## src/rtl/pipe_pkg.sv

```systemverilog
// pipe_pkg: shared defaults and bubble constant for the pipeline stage register
package pipe_pkg;
    localparam int DATA_W_DEF = 96;
    localparam int CTRL_W_DEF = 9;
    localparam int CNT_W_DEF = 16;
    localparam logic [CTRL_W_DEF-1:0] CTRL_BUBBLE = '0;
endpackage

```

## src/rtl/pipe_slot.sv

```systemverilog
// pipe_slot: one valid bit plus payload register with load and clear
module pipe_slot #(
    parameter int W = 8
) (
    input  logic         clk,
    input  logic         reset,
    input  logic         load,
    input  logic         clear,
    input  logic [W-1:0] d,
    output logic         valid,
    output logic [W-1:0] q
);
    always_ff @(posedge clk) begin
        if (reset) begin
            valid <= 1'b0;
            q <= '0;
        end else if (clear) begin
            valid <= 1'b0;
        end else if (load) begin
            valid <= 1'b1;
            q <= d;
        end
    end
endmodule

```

## src/rtl/pipe_stage_reg.sv

```systemverilog
// pipe_stage_reg: valid/ready stage register with flush and stall counter; PIPE_SKID_EN adds a skid slot
module pipe_stage_reg
    import pipe_pkg::*;
#(
    parameter int DATA_W = DATA_W_DEF,
    parameter int CTRL_W = CTRL_W_DEF,
    parameter int CNT_W = CNT_W_DEF
) (
    input  logic              clk,
    input  logic              reset,
    input  logic              in_valid,
    output logic              in_ready,
    input  logic [DATA_W-1:0] in_data,
    input  logic [CTRL_W-1:0] in_ctrl,
    input  logic              flush,
    output logic              out_valid,
    input  logic              out_ready,
    output logic [DATA_W-1:0] out_data,
    output logic [CTRL_W-1:0] out_ctrl,
    output logic [CNT_W-1:0]  stall_cnt
);
    localparam int W = DATA_W + CTRL_W;
    logic         m_valid, m_load, m_clear, leave, accept;
    logic [W-1:0] m_d, m_q;
    assign leave = m_valid & out_ready;
    assign accept = in_valid & in_ready;
`ifdef PIPE_SKID_EN
    logic         s_valid, s_load, s_clear;
    logic [W-1:0] s_q;
    assign in_ready = ~s_valid & ~flush & ~reset;
    // skid is only ever full while main is full, so it refills main first on leave
    assign m_load = (accept & (~m_valid | leave)) | (leave & s_valid);
    assign m_d = s_valid ? s_q : {in_data, in_ctrl};
    assign m_clear = flush | (leave & ~m_load);
    assign s_load = accept & m_valid & ~leave;
    assign s_clear = flush | (leave & s_valid);
    pipe_slot #(.W(W)) u_skid (
        .clk(clk), .reset(reset), .load(s_load), .clear(s_clear),
        .d({in_data, in_ctrl}), .valid(s_valid), .q(s_q)
    );
`else
    assign in_ready = ~reset & ~flush & (out_ready | ~m_valid);
    assign m_load = accept;
    assign m_d = {in_data, in_ctrl};
    assign m_clear = flush | (leave & ~accept);
`endif
    pipe_slot #(.W(W)) u_main (
        .clk(clk), .reset(reset), .load(m_load), .clear(m_clear),
        .d(m_d), .valid(m_valid), .q(m_q)
    );
    assign out_valid = m_valid;
    assign out_data = m_q[W-1:CTRL_W];
    assign out_ctrl = m_valid ? m_q[CTRL_W-1:0] : CTRL_W'(CTRL_BUBBLE);
    always_ff @(posedge clk) begin
        if (reset)
            stall_cnt <= '0;
        else if (m_valid & ~out_ready & ~&stall_cnt)
            stall_cnt <= stall_cnt + CNT_W'(1);
    end
endmodule
```

## config.mk

```make
export PLATFORM = sky130hd
export DESIGN_NAME = pipe_stage_reg
export DESIGN_NICKNAME = d
export VERILOG_FILES = /design/src/rtl/pipe_pkg.sv /design/src/rtl/pipe_slot.sv /design/src/rtl/pipe_stage_reg.sv
export SDC_FILE = /design/constraint.sdc
export NUM_CORES = 1
export LEC_CHECK = 0
export BUFFER_PORTS_ARGS = -buffer_cell sky130_fd_sc_hd__buf_4
export CAP_MARGIN = 15
export CORE_MARGIN = 2
export CORE_UTILIZATION = 35
export DETAILED_ROUTE_END_ITERATION = 6
export PLACE_DENSITY_LB_ADDON = 0.3
export RECOVER_POWER = 100
export SETUP_SLACK_MARGIN = 0.3
export SKIP_LAST_GASP = 1
export SYNTH_ARGS = -nofsm -noshare
export SYNTH_HDL_FRONTEND = slang
export SYNTH_HIERARCHICAL = 1
export SYNTH_SLANG_ARGS = --single-unit
```

## constraint.sdc

```tcl
create_clock -name clk -period 2.5 [get_ports clk]
set_input_delay 0.125 -clock clk [delete_from_list [all_inputs] [get_ports clk]]
set_output_delay 0.125 -clock clk [all_outputs]
set_load 0.05 [all_outputs]
```

==> results of run 1 <==
[cell usage after synthesis, drive strengths merged]
library cell,count,area [um2]
and3,2,13.8
a21oi,7,35.0
a211oi,1,7.51
clkbuf,38,149
ha,1,12.5
nand2b,108,676
nor3,9,45.0
nor2b,6,45.0
nor2,9,33.8
nor3b,1,7.51
nand3,2,22.5
o41ai,1,8.76
and4,2,17.5
a31o,1,8.76
inv,1,3.75
mux2i,1,10.0
or4,5,42.5
nand4,7,56.3
and2,10,62.6
a41oi,1,8.76
nand2,5,18.8
or3,1,6.26
nand4b,1,8.76
nand4bb,105,1180
dfxtp,122,2440
nor4,7,50.1
mux2,3,33.8
o31ai,4,30.0
nand3b,1,7.51
a31oi,2,12.5
o21ai,106,531
buf,22,135
[power by group through the flow]
stage | registers (W) | logic [W] | clock network, W
2_1_floorplan | 0.00216 | 0.000205 | 0
3_3_place_gp | 0.00204 | 0.000551 | 0
3_5_place_dp | 0.00204 | 0.000553 | 0
4_1_cts | 0.00200 | 0.000686 | 0.00272
5_1_grt | 0.00200 | 0.000694 | 0.00281
6_report | 0.00200 | 0.000655 | 0.00265
[per-stage QoR]
stage	hold slack, ns	instances	util	total power (W)	instance area [um2]
CTS	0.00202	1126	0.580	0.00541	9250
global route	0.00843	1126	0.550	0.00551	8780
finish	0.0146	1126	0.550	0.00531	8780
detailed placement	0.392	991	0.475	0.00260	7570
global placement	0.382	991	0.475	0.00259	7570
floorplan	0.294	592	-	0.00236	5740
[tightest hold or removal path: cells and delay by family]
kind | cells | cell delay (ns)
AND/OR/NAND/NOR | 1 | 0.09
AO/OA/AOI/OAI | 1 | 0.08
buffers and inverters | 1 | 0.07
[repair_timing]
item                                    CTS  global route
hold buffers                            103             0
endpoints found under the hold margin   103             0
setup buffers                             0             0
endpoints found under the setup margin    0             0
[layout make-up]
cell class                      count  area share
Clock inverter                     13      0.0218
Multi-Input combinational cell    409       0.340
Inverter                            1    0.000428
Sequential cell                   122       0.278
Clock buffer                       19      0.0516
Tap cell                          216      0.0308
Timing Repair Buffer              346       0.277
[layer usage]
metal | GRT usage | vias to the layer above | routed length [um]
met5 | 0 | - | 0
met4 | 0.0749 | 0 | 422
met3 | 0.0565 | 28 | 997
met2 | 0.321 | 185 | 8480
met1 | 0.242 | 2641 | 7800
li1 | - | 2776 | -
[state kept, by name, summed over array words and instances, names as in the netlist]
register	cells
u_main/q	105
stall_cnt	16
u_main/valid	1
[worst paths after layout]
| kind | from | end | slack, ns | depth (start not counted) |
|---|---|---|---|---|
| hold / removal | in_data[72] | u_main/q[81]$_SDFFE_PP0P_ | 0.01 | 3 |
| setup reg to reg | u_main/valid$_SDFFE_PP0P_ | stall_cnt[6]$_SDFFE_PP0P_ | 0.41 | 4 |
| hold reg to reg | u_main/q[8]$_SDFFE_PP0P_ | u_main/q[8]$_SDFFE_PP0P_ | 0.47 | 2 |
| setup / recovery | u_main/valid$_SDFFE_PP0P_ | stall_cnt[6]$_SDFFE_PP0P_ | 0.41 | 4 |
[cell families (layout without fill, tap and decap cells)]
kind of cell | after synthesis | in the layout | synth area share
AO/OA/AOI/OAI | 123 | 123 | 0.112
buffers and inverters | 61 | 379 | 0.0503
flip-flops | 122 | 122 | 0.427
adder cells (fa/ha/maj) | 1 | 1 | 0.00219
AND/OR/NAND/NOR | 281 | 281 | 0.401
multiplexers | 4 | 4 | 0.00765
==> flow_metrics.tcl, run 1 <==
set metrics [dict create \
    critPathLaunchType "register" \
    grt_max_degree 86 \
    power.internal_w 0.00405 \
    ctsResizeCount 0 \
    n_fill_cell 1485 \
    avgRoutedWirePerCell_um 15.7 \
    hold_path.class "input pin to register" \
    core-area_um2 15900 \
    cts_root_buf "clkbuf_16" \
    die_y_um 132 \
    p_clk_frac 0.500 \
    ir_drop_mv 0.429 \
    yosys_warnings 6 \
    crit_slowest_cell "or4_2" \
    htree_levels 4 \
    drv_cap 0 \
    p_leak_nw 3.12 \
    finalSetupTns_ns 0 \
    p_switching_w 0.00126 \
    drt-total-wl_mm 17.7 \
    path_max_fanout 13 \
    regArea_um2 2440 \
    ant_nets 0 \
    finalHoldViolations 0 \
    cts_made_buffers 17 \
    antenna_found_initial 0 \
    netlist_instances 592 \
    path_buf_inv 1 \
    grt_pass1_wl_mm 28.1 \
    clkTransAtPathRegs_ns 0.06 \
    initial_core_util 0.359 \
    dp_hpwl_mm 10.1 \
    nets 1008 \
    maxSlewHeadroom 0.527 \
    drc 0 \
    pwr_density_cell_nw_per_um2 605 \
    cp.required_ns 2.84 \
    grt-ovfl-total 0 \
    worstPathCellList "clkbuf_1 > nand4b_1 > or4_2 > a21oi_1" \
    port_buffers 232 \
    min_period_over_period 0.838 \
    cts_buffer_depth 2 \
    drtIter0Drc 370 \
    syn_area_per_cell_um2 9.67 \
    rows 46 \
    pre_cts_slack_ns 0.554 \
    syn_area_um2 5720 \
    pwr-share-comb 0.123 \
    io-pin-count 233 \
    drive_gt1_frac 0.181 \
    finalMaxSlewViolations 0 \
    setup_slack_ns 0.406 \
    slowest_delay_ns 0.71 \
    fin_crit_ns 2.09 \
    fmax_ghz 0.477 \
    end_kind "register" \
    outcome "finished clean" \
    pwr-share-seq 0.377 \
    gp_congestion 0.783 \
    area_growth_syn_to_layout_pct 53.3 \
    cp.arrival_ns 2.43 \
    diodes 0 \
    ys_ff_latch 122 \
    first_pass_iters 5 \
    multi_input_area_um2 2990 \
    tightest_slew_ns 0.703 \
    die_w_um 132 \
    mostFrequentLayoutCell "dfxtp_1" \
    path_delay_family "simple AND/OR/NAND/NOR gates" \
    grt_pass1_vias 5458 \
    vias 5630 \
    swShare 0.237 \
    cts_tree "done" \
    crit_type "register to register" \
    fin_worst_skew_ns 0.00642 \
    setup_viol 0 \
    clock-sinks 122 \
    synth_fp_nets 703 \
    grt_use_total 0.195 \
    worstSkewPairLatency_ns 0.41 \
    yosysSeqAreaShare 0.427 \
    via_per_inst 5.00 \
    rsz0062_at_grt "no" \
    ys_types 44 \
    die_area_um2 17400 \
    most-common-layout-cells "122 x dfxtp_1, 120 x clkbuf_1, 119 x buf_4" \
]
Power figures use the tool's default switching activity.
==> run 2: changes to the inputs <==
==> constraint.sdc (replaced) <==
create_clock -name clk -period 1.7 [get_ports clk]
set_input_delay 0.085 -clock clk [delete_from_list [all_inputs] [get_ports clk]]
set_output_delay 0.085 -clock clk [all_outputs]
set_load 0.05 [all_outputs]
==> flow_metrics.tcl, run 2 (synthesized netlist as in run 1, its figures left out) <==
set metrics [dict create \
    avgRoutedWirePerCell_um 20.8 \
    ir_drop_mv 0.671 \
    initial_core_util 0.359 \
    rsz0062_at_grt "yes" \
    antenna_found_initial 0 \
    cp.depth 9 \
    core-area_um2 15900 \
    fmax_ghz 0.608 \
    crit_slowest_cell "dfxtp_1" \
    most-common-layout-cells "145 x buf_4, 117 x clkbuf_1, 108 x nand2b_1" \
    fin_util 0.638 \
    swShare 0.253 \
    cp.required_ns 1.99 \
    cts_tree "done" \
    grt_max_degree 156 \
    area_growth_syn_to_layout_pct 77.8 \
    pwr-share-seq 0.390 \
    grt_pass1_wl_mm 36.1 \
    reg2reg_from "u_main/valid$_SDFFE_PP0P_" \
    ant_nets 0 \
    port_buffers 232 \
    setup_slack_ns 0.0541 \
    end_kind "register" \
    crit_end "u_main/q[67]$_SDFFE_PP0P_" \
    crit_type "register to register" \
    path_buf_inv 4 \
    multi_input_area_um2 3210 \
    clock-sinks 122 \
    regArea_um2 2500 \
    wl_met3_mm 1.31 \
    die_y_um 132 \
    route.met2.wl_mm 12.7 \
    path_max_fanout 6 \
    finalHoldViolations 0 \
    tightest_slew_ns 0.680 \
    pwr-share-comb 0.162 \
    cts_made_buffers 17 \
    drc 0 \
    gp_congestion 0.794 \
    pwr_density_cell_nw_per_um2 736 \
    drtIter0Drc 429 \
    dp_hpwl_mm 11.1 \
    hold_path.class "input pin to register" \
    grt-ovfl-total 0 \
    finalSetupTns_ns 0 \
    min_period_over_period 0.968 \
    reg.largest.list "u_main/q: 105 flops, stall_cnt: 16 flops, u_main/valid: 1 flops" \
    power.internal_w 0.00559 \
    clkTransAtPathRegs_ns 0.06 \
    diodes 0 \
    fin_crit_ns 1.65 \
    cts_buffer_depth 2 \
    setup_viol 0 \
    reg2regPathDepth 9 \
    p_leak_nw 3.81 \
    rows 46 \
    mostFrequentLayoutCell "buf_4" \
    worstSkewPairLatency_ns 0.41 \
    via_per_inst 5.28 \
    pre_cts_slack_ns 0.0381 \
    largest_register_ffs 105 \
    r2r-end "u_main/q[67]$_SDFFE_PP0P_" \
    die_area_um2 17400 \
    cpMostUsedCell "nor2b_4" \
    outcome "finished clean" \
    die_w_um 132 \
    fin_worst_skew_ns 0.00488 \
    nets 1089 \
    first_pass_iters 5 \
    vias 6358 \
    p_switching_w 0.00189 \
    largest-register "u_main/q" \
    drive_gt1_frac 0.298 \
    grt_pass1_vias 6698 \
    io-pin-count 233 \
    whs_ns 0.0426 \
    htree_levels 4 \
    rrSetupSlack_ns 0.05 \
    n_fill_cell 1345 \
    grt_use_total 0.261 \
    finalMaxSlewViolations 0 \
    slowest_delay_ns 0.33 \
    cp.arrival_ns 1.94 \
    postLayoutCellArea_um2 10200 \
    drt-total-wl_mm 25.1 \
    critPathLaunchType "register" \
    place_area_um2 7780 \
    maxSlewHeadroom 0.548 \
    path_delay_family "simple AND/OR/NAND/NOR gates" \
    p_clk_frac 0.447 \
    drv_cap 0 \
    met1Wirelength_mm 10.2 \
    highest_layer "met4" \
    worstPathCellList "nor2b_4 > nor3_4 > and2_4 > nor2b_4 > buf_4 > buf_8 > buf_12 > buf_16 > o21ai_1" \
    critPathLaunch "u_main/valid$_SDFFE_PP0P_" \
    cts_root_buf "clkbuf_16" \
]
==> run 2: final cells by class <==
| cell class | count | share of cell area |
|---|---|---|
| Inverter | 1 | 0.000369 |
| Timing Repair Buffer | 427 | 0.359 |
| Clock inverter | 8 | 0.00701 |
| Clock buffer | 22 | 0.0456 |
| Tap cell | 216 | 0.0266 |
| Sequential cell | 122 | 0.246 |
| Multi-Input combinational cell | 409 | 0.316 |
==> run 2: worst min-delay path by stage <==
stage	startpoint	to	slack, ns	cells after the start
global route	in_data[92]	u_main/q[101]$_SDFFE_PP0P_	0.04	3
finish	in_data[92]	u_main/q[101]$_SDFFE_PP0P_	0.04	3
floorplan	flush	in_ready	0.23	1
global placement	in_data[93]	u_main/q[102]$_SDFFE_PP0P_	0.34	3
detailed placement	in_data[32]	u_main/q[41]$_SDFFE_PP0P_	0.35	3
CTS	in_data[92]	u_main/q[101]$_SDFFE_PP0P_	0.001	3
==> run 2: through the flow <==
step | cells | power (W)
CTS | 1188 | 0.00749
finish | 1205 | 0.00749
global placement | 997 | 0.00379
global route | 1205 | 0.00772
detailed placement | 997 | 0.00381
floorplan | 592 | 0.00346
==> run 2: power groups by stage <==
stage | logic, W | registers (W) | clock network, W
after floorplan | 0.000305 | 0.00315 | 0
after global placement | 0.000808 | 0.00298 | 0
after detailed placement | 0.000824 | 0.00298 | 0
after CTS | 0.00118 | 0.00292 | 0.00340
after global routing | 0.00127 | 0.00293 | 0.00353
final | 0.00121 | 0.00292 | 0.00335
==> run 2: timing repair <==
action                                 4_1_cts  5_1_grt
gates cloned                                15       13
hold buffers                               104        0
buffers inserted                            42        4
endpoints found under the hold margin      104        0
gates resized for setup                     73       38
pin swaps                                   21       18
setup endpoints to repair                  124      125
==> run 2: routing by layer <==
| layer | GRT usage | vias up |
|---|---|---|
| met2 | 0.470 | 258 |
| met3 | 0.0565 | 60 |
| li1 | - | 2942 |
| met5 | 0 | - |
| met1 | 0.296 | 3098 |
| met4 | 0.117 | 0 |
==> run 2: worst reg2reg max path, stage by stage (launching register included) <==
cell and delay [ns]:
dfxtp_1 0.33, nor2b_4 0.14, nor3_4 0.13, and2_4 0.18
nor2b_4 0.17, buf_4 0.13, buf_8 0.12, buf_12 0.12
buf_16 0.12, o21ai_1 0.07
